**src/rtl/eth_tx_gen_pkg.sv**
```systemverilog
// rtl/eth_tx_gen_pkg.sv - shared constants, state and config types for the TX packet generator
package eth_tx_gen_pkg;
  localparam int DATA_W         = 512;
  localparam int BYTES_PER_BEAT = 64;
  localparam int EMPTY_W        = 6;
  localparam int HDR_BYTES      = 14;
  localparam int LEN_W          = 14;
  localparam int BEAT_W         = 8;

  typedef enum logic [1:0] {IDLE, SEND, GAP, DONE} gen_state_t;

  typedef struct packed {
    logic [LEN_W-1:0] len;
    logic [31:0]      count;
    logic [7:0]       ipg;
    logic [47:0]      dst;
    logic [47:0]      src;
    logic [15:0]      ethertype;
  } gen_cfg_t;

  function automatic logic [LEN_W-1:0] clamp_len(input logic [LEN_W-1:0] len,
                                                 input int min_len, input int max_len);
    if (int'(len) < min_len) return LEN_W'(min_len);
    if (int'(len) > max_len) return LEN_W'(max_len);
    return len;
  endfunction
endpackage

```
**src/rtl/eth_tx_beat_fmt.sv**
```systemverilog
// rtl/eth_tx_beat_fmt.sv - combinational builder of one 64-byte frame beat
module eth_tx_beat_fmt
  import eth_tx_gen_pkg::*;
(
  input  logic [BEAT_W-1:0]  beat_idx,
  input  logic [7:0]         frame_idx,
  input  gen_cfg_t           cfg,
  output logic [DATA_W-1:0]  data,
  output logic               eop,
  output logic [EMPTY_W-1:0] empty
);
  logic [HDR_BYTES*8-1:0] hdr;
  logic [7:0]             hdr_b [16];
  logic [15:0]            base;
  logic [15:0]            len16;
  logic [LEN_W-1:0]       neg_len;

  assign hdr     = {cfg.dst, cfg.src, cfg.ethertype};
  assign base    = {2'b00, beat_idx, 6'b000000};
  assign len16   = {2'b00, cfg.len};
  assign neg_len = -cfg.len;
  assign eop     = (base + 16'd64) >= len16;
  assign empty   = eop ? neg_len[EMPTY_W-1:0] : '0;

  // Two spare zero entries let the lookup use a plain 4-bit index.
  for (genvar h = 0; h < 16; h++) begin : g_hdr
    if (h < HDR_BYTES) begin : g_real
      assign hdr_b[h] = hdr[HDR_BYTES*8-1-8*h -: 8];
    end else begin : g_pad
      assign hdr_b[h] = 8'h00;
    end
  end

  for (genvar g = 0; g < BYTES_PER_BEAT; g++) begin : g_byte
    logic [15:0] k;
    logic [15:0] pay;
    assign k   = base + 16'(g);
    assign pay = k - 16'(HDR_BYTES) + {8'h00, frame_idx};
    assign data[DATA_W-1-8*g -: 8] = (k < 16'(HDR_BYTES)) ? hdr_b[k[3:0]] :
                                     (k < len16)          ? pay[7:0]      : 8'h00;
  end
endmodule

```
**src/rtl/eth_tx_pkt_gen.sv**
```systemverilog
// rtl/eth_tx_pkt_gen.sv - Avalon-ST Ethernet frame source for the 100G MAC TX sink
module eth_tx_pkt_gen
  import eth_tx_gen_pkg::*;
#(
  parameter int MAX_LEN = 9600,
  parameter int MIN_LEN = 60
) (
  input  logic                i_clk_tx,
  input  logic                i_tx_rst_n,
  input  logic                i_start,
  input  logic                i_stop,
  input  logic [13:0]         i_pkt_len,
  input  logic [31:0]         i_pkt_count,
  input  logic [7:0]          i_ipg_cycles,
  input  logic [47:0]         i_dst_mac,
  input  logic [47:0]         i_src_mac,
  input  logic [15:0]         i_ethertype,
  input  logic                i_inject_err,
  input  logic                i_tx_ready,
  output logic                o_tx_valid,
  output logic [511:0]        o_tx_data,
  output logic                o_tx_sop,
  output logic                o_tx_eop,
  output logic [5:0]          o_tx_empty,
  output logic                o_tx_error,
  output logic                o_tx_skip_crc,
  output logic                o_busy,
  output logic                o_done,
  output logic [31:0]         o_pkt_sent
);
  gen_state_t          state;
  gen_cfg_t            cfg, in_cfg, fmt_cfg;
  logic [BEAT_W-1:0]   beat_idx, fmt_beat;
  logic [7:0]          frame_idx, fmt_frame, gap_cnt;
  logic                stop_pend, err_flag;
  logic [DATA_W-1:0]   fmt_data;
  logic                fmt_eop;
  logic [EMPTY_W-1:0]  fmt_empty;
  logic                acc, sop_acc, eop_acc, last_frame, load, err_src;

  assign o_tx_skip_crc = 1'b0;
  assign acc     = o_tx_valid & i_tx_ready;
  assign sop_acc = acc & o_tx_sop;
  assign eop_acc = acc & o_tx_eop;
  assign last_frame = ((cfg.count != 32'd0) && (o_pkt_sent + 32'd1 == cfg.count)) ||
                      stop_pend || i_stop;
  // The error request is taken live while the SOP beat is loaded or accepted, then held.
  assign err_src = ((fmt_beat == '0) || sop_acc) ? i_inject_err : err_flag;

  always_comb begin
    in_cfg           = '0;
    in_cfg.len       = clamp_len(i_pkt_len, MIN_LEN, MAX_LEN);
    in_cfg.count     = i_pkt_count;
    in_cfg.ipg       = i_ipg_cycles;
    in_cfg.dst       = i_dst_mac;
    in_cfg.src       = i_src_mac;
    in_cfg.ethertype = i_ethertype;
  end

  // Select the beat that the output register will take next.
  always_comb begin
    fmt_cfg   = cfg;
    fmt_beat  = '0;
    fmt_frame = frame_idx;
    case (state)
      IDLE: begin
        fmt_cfg   = in_cfg;
        fmt_frame = '0;
      end
      SEND: begin
        if (o_tx_eop) fmt_frame = frame_idx + 8'd1;
        else          fmt_beat  = beat_idx + 8'd1;
      end
      default: ;
    endcase
  end

  always_comb begin
    load = 1'b0;
    case (state)
      IDLE:    load = i_start & ~i_stop;
      SEND:    load = acc & ~(o_tx_eop & (last_frame | (cfg.ipg != 8'd0)));
      GAP:     load = ~stop_pend & ~i_stop & (gap_cnt == 8'd1);
      default: load = 1'b0;
    endcase
  end

  eth_tx_beat_fmt u_fmt (
    .beat_idx  (fmt_beat),
    .frame_idx (fmt_frame),
    .cfg       (fmt_cfg),
    .data      (fmt_data),
    .eop       (fmt_eop),
    .empty     (fmt_empty)
  );

  always_ff @(posedge i_clk_tx or negedge i_tx_rst_n) begin
    if (!i_tx_rst_n) begin
      state      <= IDLE;
      cfg        <= '0;
      beat_idx   <= '0;
      frame_idx  <= '0;
      gap_cnt    <= '0;
      stop_pend  <= 1'b0;
      err_flag   <= 1'b0;
      o_tx_valid <= 1'b0;
      o_tx_data  <= '0;
      o_tx_sop   <= 1'b0;
      o_tx_eop   <= 1'b0;
      o_tx_empty <= '0;
      o_tx_error <= 1'b0;
      o_busy     <= 1'b0;
      o_done     <= 1'b0;
      o_pkt_sent <= '0;
    end else begin
      o_done <= 1'b0;
      if (load) begin
        o_tx_valid <= 1'b1;
        o_tx_data  <= fmt_data;
        o_tx_sop   <= (fmt_beat == '0);
        o_tx_eop   <= fmt_eop;
        o_tx_empty <= fmt_empty;
        o_tx_error <= fmt_eop & err_src;
        beat_idx   <= fmt_beat;
      end else if (eop_acc) begin
        o_tx_valid <= 1'b0;
        o_tx_data  <= '0;
        o_tx_sop   <= 1'b0;
        o_tx_eop   <= 1'b0;
        o_tx_empty <= '0;
        o_tx_error <= 1'b0;
      end

      case (state)
        IDLE: begin
          if (i_start && !i_stop) begin
            state      <= SEND;
            cfg        <= in_cfg;
            o_busy     <= 1'b1;
            o_pkt_sent <= '0;
            frame_idx  <= '0;
            stop_pend  <= 1'b0;
          end
        end
        SEND: begin
          if (i_stop)  stop_pend <= 1'b1;
          if (sop_acc) err_flag  <= i_inject_err;
          if (eop_acc) begin
            o_pkt_sent <= o_pkt_sent + 32'd1;
            frame_idx  <= frame_idx + 8'd1;
            if (last_frame) begin
              state  <= DONE;
              o_busy <= 1'b0;
              o_done <= 1'b1;
            end else if (cfg.ipg != 8'd0) begin
              state   <= GAP;
              gap_cnt <= cfg.ipg;
            end
          end
        end
        GAP: begin
          if (stop_pend || i_stop) begin
            state  <= DONE;
            o_busy <= 1'b0;
            o_done <= 1'b1;
          end else if (gap_cnt == 8'd1) begin
            state <= SEND;
          end else begin
            gap_cnt <= gap_cnt - 8'd1;
          end
        end
        DONE:    state <= IDLE;
        default: state <= IDLE;
      endcase
    end
  end
endmodule

```
**config.mk**
```make
export PLATFORM = sky130hd
export DESIGN_NAME = eth_tx_pkt_gen
export DESIGN_NICKNAME = d
export VERILOG_FILES = /design/src/rtl/eth_tx_gen_pkg.sv /design/src/rtl/eth_tx_beat_fmt.sv /design/src/rtl/eth_tx_pkt_gen.sv
export SDC_FILE = /design/constraint.sdc
export NUM_CORES = 2
export LEC_CHECK = 0
export BUFFER_PORTS_ARGS = -buffer_cell sky130_fd_sc_hd__buf_2
export CORE_MARGIN = 3
export CORE_UTILIZATION = 40
export CTS_BUF_LIST = sky130_fd_sc_hd__clkbuf_2
export CTS_CLUSTER_DIAMETER = 30
export DETAILED_ROUTE_END_ITERATION = 16
export PLACE_DENSITY = 0.71
export SYNTH_ARGS = -nofsm -noshare
export SYNTH_HDL_FRONTEND = slang
export SYNTH_SLANG_ARGS = --single-unit
export TNS_END_PERCENT = 10
```
**constraint.sdc**
```tcl
create_clock -name i_clk_tx -period 10.9 [get_ports i_clk_tx]
set_input_delay 2.18 -clock i_clk_tx [delete_from_list [all_inputs] [get_ports i_clk_tx]]
set_output_delay 2.18 -clock i_clk_tx [all_outputs]
set_load 0.01 [all_outputs]
```
Yosys cells after proc, flatten, opt, wreduce, memory -nomap -nowiden
Cells that the tools add are included.

RAM bits: 0. Memory bits (read-only): 0. Input bits: 172. Memories: 0. Register bits: 750. Latch bits: 0. Logic and storage cells: 898.

Bitwise gates (word level): 76. Reductions and logical operators: 22. Shifts and indexed selects: 0. Muxes and demuxes: 372. Add/sub/neg operators: 197. Divide/modulo/power cells: 0. Order comparisons: 194. Equal/unequal tests: 16. Multiply operators: 0.

Operator list (number): two-way mux 8 bit (264); binary-select mux 8 bit (select 4 bit) (63); two-way mux 512 bit (2); less-than comparator 15 x 14 -> 1 bit (63); less-than comparator 15 x 4 -> 1 bit, second input constant (63); adder 8 bit (64); subtractor 8 x 4 -> 8 bit, second input constant (64); adder 14 x 6 -> 15 bit, second input constant (32); >= comparator 5 bit, second input constant (63); inverter 4 -> 5 bit (63); adder 14 x 5 -> 15 bit, second input constant (16); two-way mux 166 bit (1); adder 14 x 4 -> 15 bit, second input constant (8); two-way mux 32 bit (2); case mux 32 bit (2 select lines) (1); adder 14 x 3 -> 15 bit, second input constant (4); two-way mux 14 bit (4); case mux 8 bit (2 select lines) (3); adder 32 x 1 -> 32 bit, second input constant (1); == test 32 bit (1); nonzero test 32 bit (1); adder 14 x 2 -> 15 bit, second input constant (2); two-way mux 1 bit (18); two-way mux 6 bit (3); 35 further kinds (71).

Logic depth before layout (Yosys ltp)
Depth after elaboration: 11. Gate-level depth with buffers: 22. Mapped depth without buffers: 17.

By module
From an unflattened synthesis, not the netlist that was laid out.

Cells, all modules: 3915. Area, all modules: 40383.7 um^2.

By module, submodules not included: eth_tx_pkt_gen (cells an instance 2406, area an instance 31561.5 um^2, sequential area each 18768.0 um^2, times used 1); eth_tx_beat_fmt (cells an instance 1509, area an instance 8822.2 um^2, sequential area each 0.0 um^2, times used 1).

Worst setup path before layout
No wires, ideal clock.

Kind: input to register. Start: input i_pkt_len[9]. End: register o_tx_data[22]. Data arrival time: 5825 ps. Path buffers: 2. Cell stages on the path: 16. Setup slack: 4978 ps. Cells stage by stage: a211o_1 > and2_1 > clkbuf_1 > nor2_1 > nand2_1 > o21ai_0 > ha_1 > a21o_1 > a21o_1 > a221oi_1 > or3b_2 > nand2_1 > and2_1 > clkbuf_1 > o21ai_0 > o31ai_1.

Cells in the longest elaborated chain, start to end: 10.

RTL lines: start: declaration (RTL line eth_tx_pkt_gen.sv:12) `input logic [13:0] i_pkt_len,`; greater-than comparator 14 bit (RTL line eth_tx_gen_pkg.sv:24) `if (int'(len) > max_len) return LEN_W'(max_len);`; two-way mux 1 bit (2 in series) (RTL line eth_tx_gen_pkg.sv:24); two-way mux 14 bit (RTL line eth_tx_gen_pkg.sv:25) `return len;`; two-way mux 14 bit (*) (RTL line eth_tx_gen_pkg.sv:24); two-way mux 166 bit (*) (RTL line eth_tx_pkt_gen.sv:65) `case (state)`; less-than comparator 15 x 14 -> 1 bit (*) (RTL line eth_tx_beat_fmt.sv:40) `(k < len16) ? pay[7:0] : 8'h00;`; two-way mux 8 bit (*) (RTL line eth_tx_beat_fmt.sv:40); two-way mux 8 bit (*) (RTL line eth_tx_beat_fmt.sv:39) `assign data[DATA_W-1-8*g -: 8] = (k < 16'(HDR_BYTES)) ? hdr_b[k[3:0]] :`; two-way mux 512 bit (*) (RTL line eth_tx_pkt_gen.sv:117) `if (load) begin`; end signal: assignment (RTL line eth_tx_pkt_gen.sv:119) `o_tx_data <= fmt_data;`; end: declaration (RTL line eth_tx_pkt_gen.sv:21) `output logic [511:0] o_tx_data,`.

Mark *: on every way between the ends. The rest lies on a longest branch, timed or not. The select of a mux whose other input is x is not followed. A chain may end at the register's enable or synchronous reset.

Final worst setup path
Start: register state[1]. End: register o_tx_data[175].

RTL lines: start: declaration (RTL line eth_tx_pkt_gen.sv:31) `gen_state_t state;`; start signal: assignment (RTL line eth_tx_pkt_gen.sv:99) `state <= IDLE;`; start signal: assignment (RTL line eth_tx_pkt_gen.sv:137) `state <= SEND;`; start signal: assignment (RTL line eth_tx_pkt_gen.sv:152) `state <= DONE;`; == test 2 x 1 -> 1 bit (*) (RTL line eth_tx_pkt_gen.sv:65); two-way mux 8 bit (*) (RTL line eth_tx_pkt_gen.sv:65); via fmt_beat[5] (RTL line eth_tx_pkt_gen.sv:33) `logic [BEAT_W-1:0] beat_idx, fmt_beat;`; adder 14 x 6 -> 15 bit (*) (RTL line eth_tx_beat_fmt.sv:37) `assign k = base + 16'(g);`; less-than comparator 15 x 14 -> 1 bit (RTL line eth_tx_beat_fmt.sv:40); two-way mux 8 bit (RTL line eth_tx_beat_fmt.sv:40); two-way mux 8 bit (*) (RTL line eth_tx_beat_fmt.sv:39); two-way mux 512 bit (*) (RTL line eth_tx_pkt_gen.sv:117).

The timed path passes the listed nets; every way through them passes the cells marked *. The select of a mux whose other input is x is not followed.

==> impl_metrics.tcl <==
set metrics [dict create \
    syn_to_final_growth_pct 16.4 \
    first_global_vias 35300 \
    cpPeakStageDelay_ns 0.92 \
    power_leakage_nw 22.0 \
    synth_fp_nets 4296 \
    path_max_fanout 11 \
    slew_headroom_pct 14.0 \
    hold_violations 0 \
    ys_seq_elements 750 \
    dp_slack_ns 3.34 \
    cp_data_required_time_ns 12.27 \
    yosysMostFrequentCell "dfrtp_1" \
    critPathKind "register to register" \
    synthAdderAreaFrac_pct 2.38 \
    start_kind "register" \
    ctsHoldBuffers 0 \
    final-setup-viol-count 0 \
    synth.top_cells.by_area "dfrtp_1, o31ai_1, nand3_1, mux2_2, xnor2_1" \
    path_depth 16 \
    hold_class "register to register" \
    synthXorXnorAreaFrac_pct 5.96 \
    cts_inserted_buffers 220 \
    p_total_mw 14.7 \
    nets 4970 \
    drt-initial-drc-count 4162 \
    synth_top_family_by_area "compound AO/OA/AOI/OAI gates" \
    viasPerCell 5.97 \
    start_util_pct 40.6 \
    cp_cell_sequence "inv_1 > ha_1 > buf_4 > nand2b_1 > a21oi_1 > ha_1 > a21o_1 > a21o_1 > a221oi_1 > nand2b_1 > nor2_1 > nor2_1 > buf_4 > nor2_1 > o21ai_0 > o31ai_1" \
    r2r_end "o_tx_data[175]" \
    worstSkewPairLatency_ns 1.56 \
    io_pins 729 \
    power.share.sequential_pct 31.3 \
    ff_latch_area_um2 18800 \
    drc 0 \
    synth.area.mux_share_pct 7.68 \
    worst-path-buf-inv 3 \
    synth_largest_area_cell "dfrtp_1" \
    hold_depth 2 \
    crit_path_end_kind "register" \
    die_h_um 320 \
    grt_max_degree 267 \
    detail_route.wirelength_um 177000 \
    ys_warn_count 0 \
    synth_flop_cell "dfrtp_1" \
    synth_top_area_share_pct 47.4 \
    min_to "cfg[157]" \
    timing.final.ws_setup_ns 4.29 \
    fmax_ghz 0.151 \
    syn_avg_cell_area_um2 9.76 \
    antenna_found_initial 21 \
    wire_per_inst_um 28.6 \
    crit_slowest_cell "a221oi_1" \
    layout-drive-gt1-share_pct 28.2 \
    dieArea_um2 103000 \
    io_buffers 727 \
    power.switching_mw 7.37 \
    async_flop_share_pct 100 \
    synth_area_um2 39600 \
    drv_slew 0 \
    multi_input_area_um2 19000 \
    synth-compound-area-share_pct 17.2 \
    num_rows 114 \
    synth-edff-count 0 \
    cpMostUsedCell "nor2_1" \
    synth.distinct_cells 87 \
    maxCapViolCount 0 \
    finalCritPeriodShare_pct 60.7 \
    tns_ns 0 \
    power_density_nw_per_um2 320 \
    antenna_left 0 \
    num-fill-cells 9486 \
    grt_pass1_wl_um 251000 \
    timing.rr.start "state[1]" \
    cts_tree "done" \
    synth-simple-area-share_pct 14.5 \
    p_clk_share_pct 15.3 \
    track_usage_pct 33.5 \
    crit_family "compound AO/OA/AOI/OAI gates" \
    syn_inst 4053 \
    yosysSeqAreaShare_pct 47.4 \
    worstPathArrival_ns 7.98 \
    status "finished clean" \
    post-route-min-period_ns 6.61 \
    firstDrtPassIters 8 \
    dieWidth_um 320 \
    clock_path_buffers 3 \
    skew_ns 0.140 \
    netlist_top_cells_count "dfrtp_1, nand3_1, o31ai_1" \
    cts_setup_buffers 0 \
    path_clk_slew_ns 0.09 \
    worst_slew_pin_slew_ns 1.29 \
    p_int_mw 7.35 \
    overflow 0 \
    root_buffer "clkbuf_2" \
    vdd_ir_drop_max_uv 212 \
    reg2regPathDepth 16 \
    place_congestion 0.911 \
    vias 36800 \
    cts_sinks 750 \
    power_frac_comb_pct 53.3 \
    worstHoldStart "cfg[157]" \
    hpwl_um 124000 \
    cts_resized 0 \
    htree_levels 4 \
    rsz0062_at_grt "no" \
    core_area_um2 97400 \
    swShare_pct 50.1 \
    r2r_slack_ns 4.29 \
]
-- worst max path at each step --
stage	start	end
finish	state[1]	o_tx_data[175]
global route	state[1]	o_tx_data[170]
CTS	state[1]	o_tx_data[173]
detailed placement	i_pkt_len[9]	o_tx_data[173]
global placement	i_pkt_len[9]	o_tx_data[174]
floorplan	i_pkt_len[9]	o_tx_data[22]
-- sequential cells by signal (all words and copies together) (netlist names), 2 cells and up --
name / count
state: 2
beat_idx: 8
o_tx_data: 512
o_tx_empty: 6
frame_idx: 8
o_pkt_sent: 32
gap_cnt: 8
cfg: 166
-- per-layer routing --
layer	vias up	share of wire, %	track usage (%)	routed length (µm)
met2	2001	46	52.9	81300
li1	16200	-	-	-
met5	-	0.019	0	34
met3	452	10	10.9	18300
met1	18200	38	41.3	67700
met4	6	5.3	16.4	9450
-- tightest hold or removal path, stage by stage (launching register included) --
cell	delay, ns
dfrtp_1	0.35
nand2_1	0.04
o21ai_0	0.06
-- power groups by stage --
stage / logic, mW / registers [mW] / clock network (mW)
2_1_floorplan: 4.19 / 4.78 / 0
3_3_place_gp: 7.66 / 4.61 / 0
3_5_place_dp: 7.76 / 4.64 / 0
4_1_cts: 7.79 / 4.59 / 2.31
5_1_grt: 8.35 / 4.72 / 2.46
6_report: 7.85 / 4.61 / 2.26
-- layout by cell type, fill, tap and decap left out, types with 15 or more instances in the layout --
cell type,count
a21o_1,20
a21oi_1,215
a31oi_1,31
and3_1,19
buf_2,726
buf_4,69
clkbuf_2,309
clkinv_1,37
clkinv_2,24
dfrtp_1,750
ha_1,63
inv_1,57
mux2_2,164
mux2i_1,119
nand2_1,315
nand2b_1,26
nand3_1,479
nand4_1,21
nor2_1,200
nor2b_1,16
nor3_1,22
nor4_1,27
o21ai_0,228
o21ai_1,23
o22ai_1,89
o31ai_1,341
o41ai_1,18
or3_1,15
xnor2_1,188
xor2_1,77
-- final cells by class --
cell class                 instances  share of cell area (%)
sequential                       750                    40.7
clock inverter                    73                    1.14
multi-input combinational       2885                    41.3
timing repair buffer             805                    9.44
clock buffer                     309                    3.36
antenna                           10                  0.0543
tap                             1276                    3.47
inverter                          65                   0.530
-- metrics by stage --
stage	util [%]	std cells	hold slack (ns)	cell area, µm²
after global routing	47.3	6168	0.511	46000
after global placement	45.1	5781	0.459	44000
after detailed placement	45.1	5781	0.469	44000
after CTS	47.3	6163	0.492	46000
final	47.3	6173	0.488	46100
after floorplan	-	4053	0.442	39600
-- logic make-up (layout without fill, tap and decap cells) --
family	count (synthesis)	in the layout
DFF	750	750
xor gates and xnor gates	269	269
and+or+nand+nor	1195	1195
adders and majority gates	71	71
buffers and inverters	418	1252
other	1	11
muxes	283	283
AOI/OAI and AO/OA	1066	1066
Power figures use the tool's default switching activity.
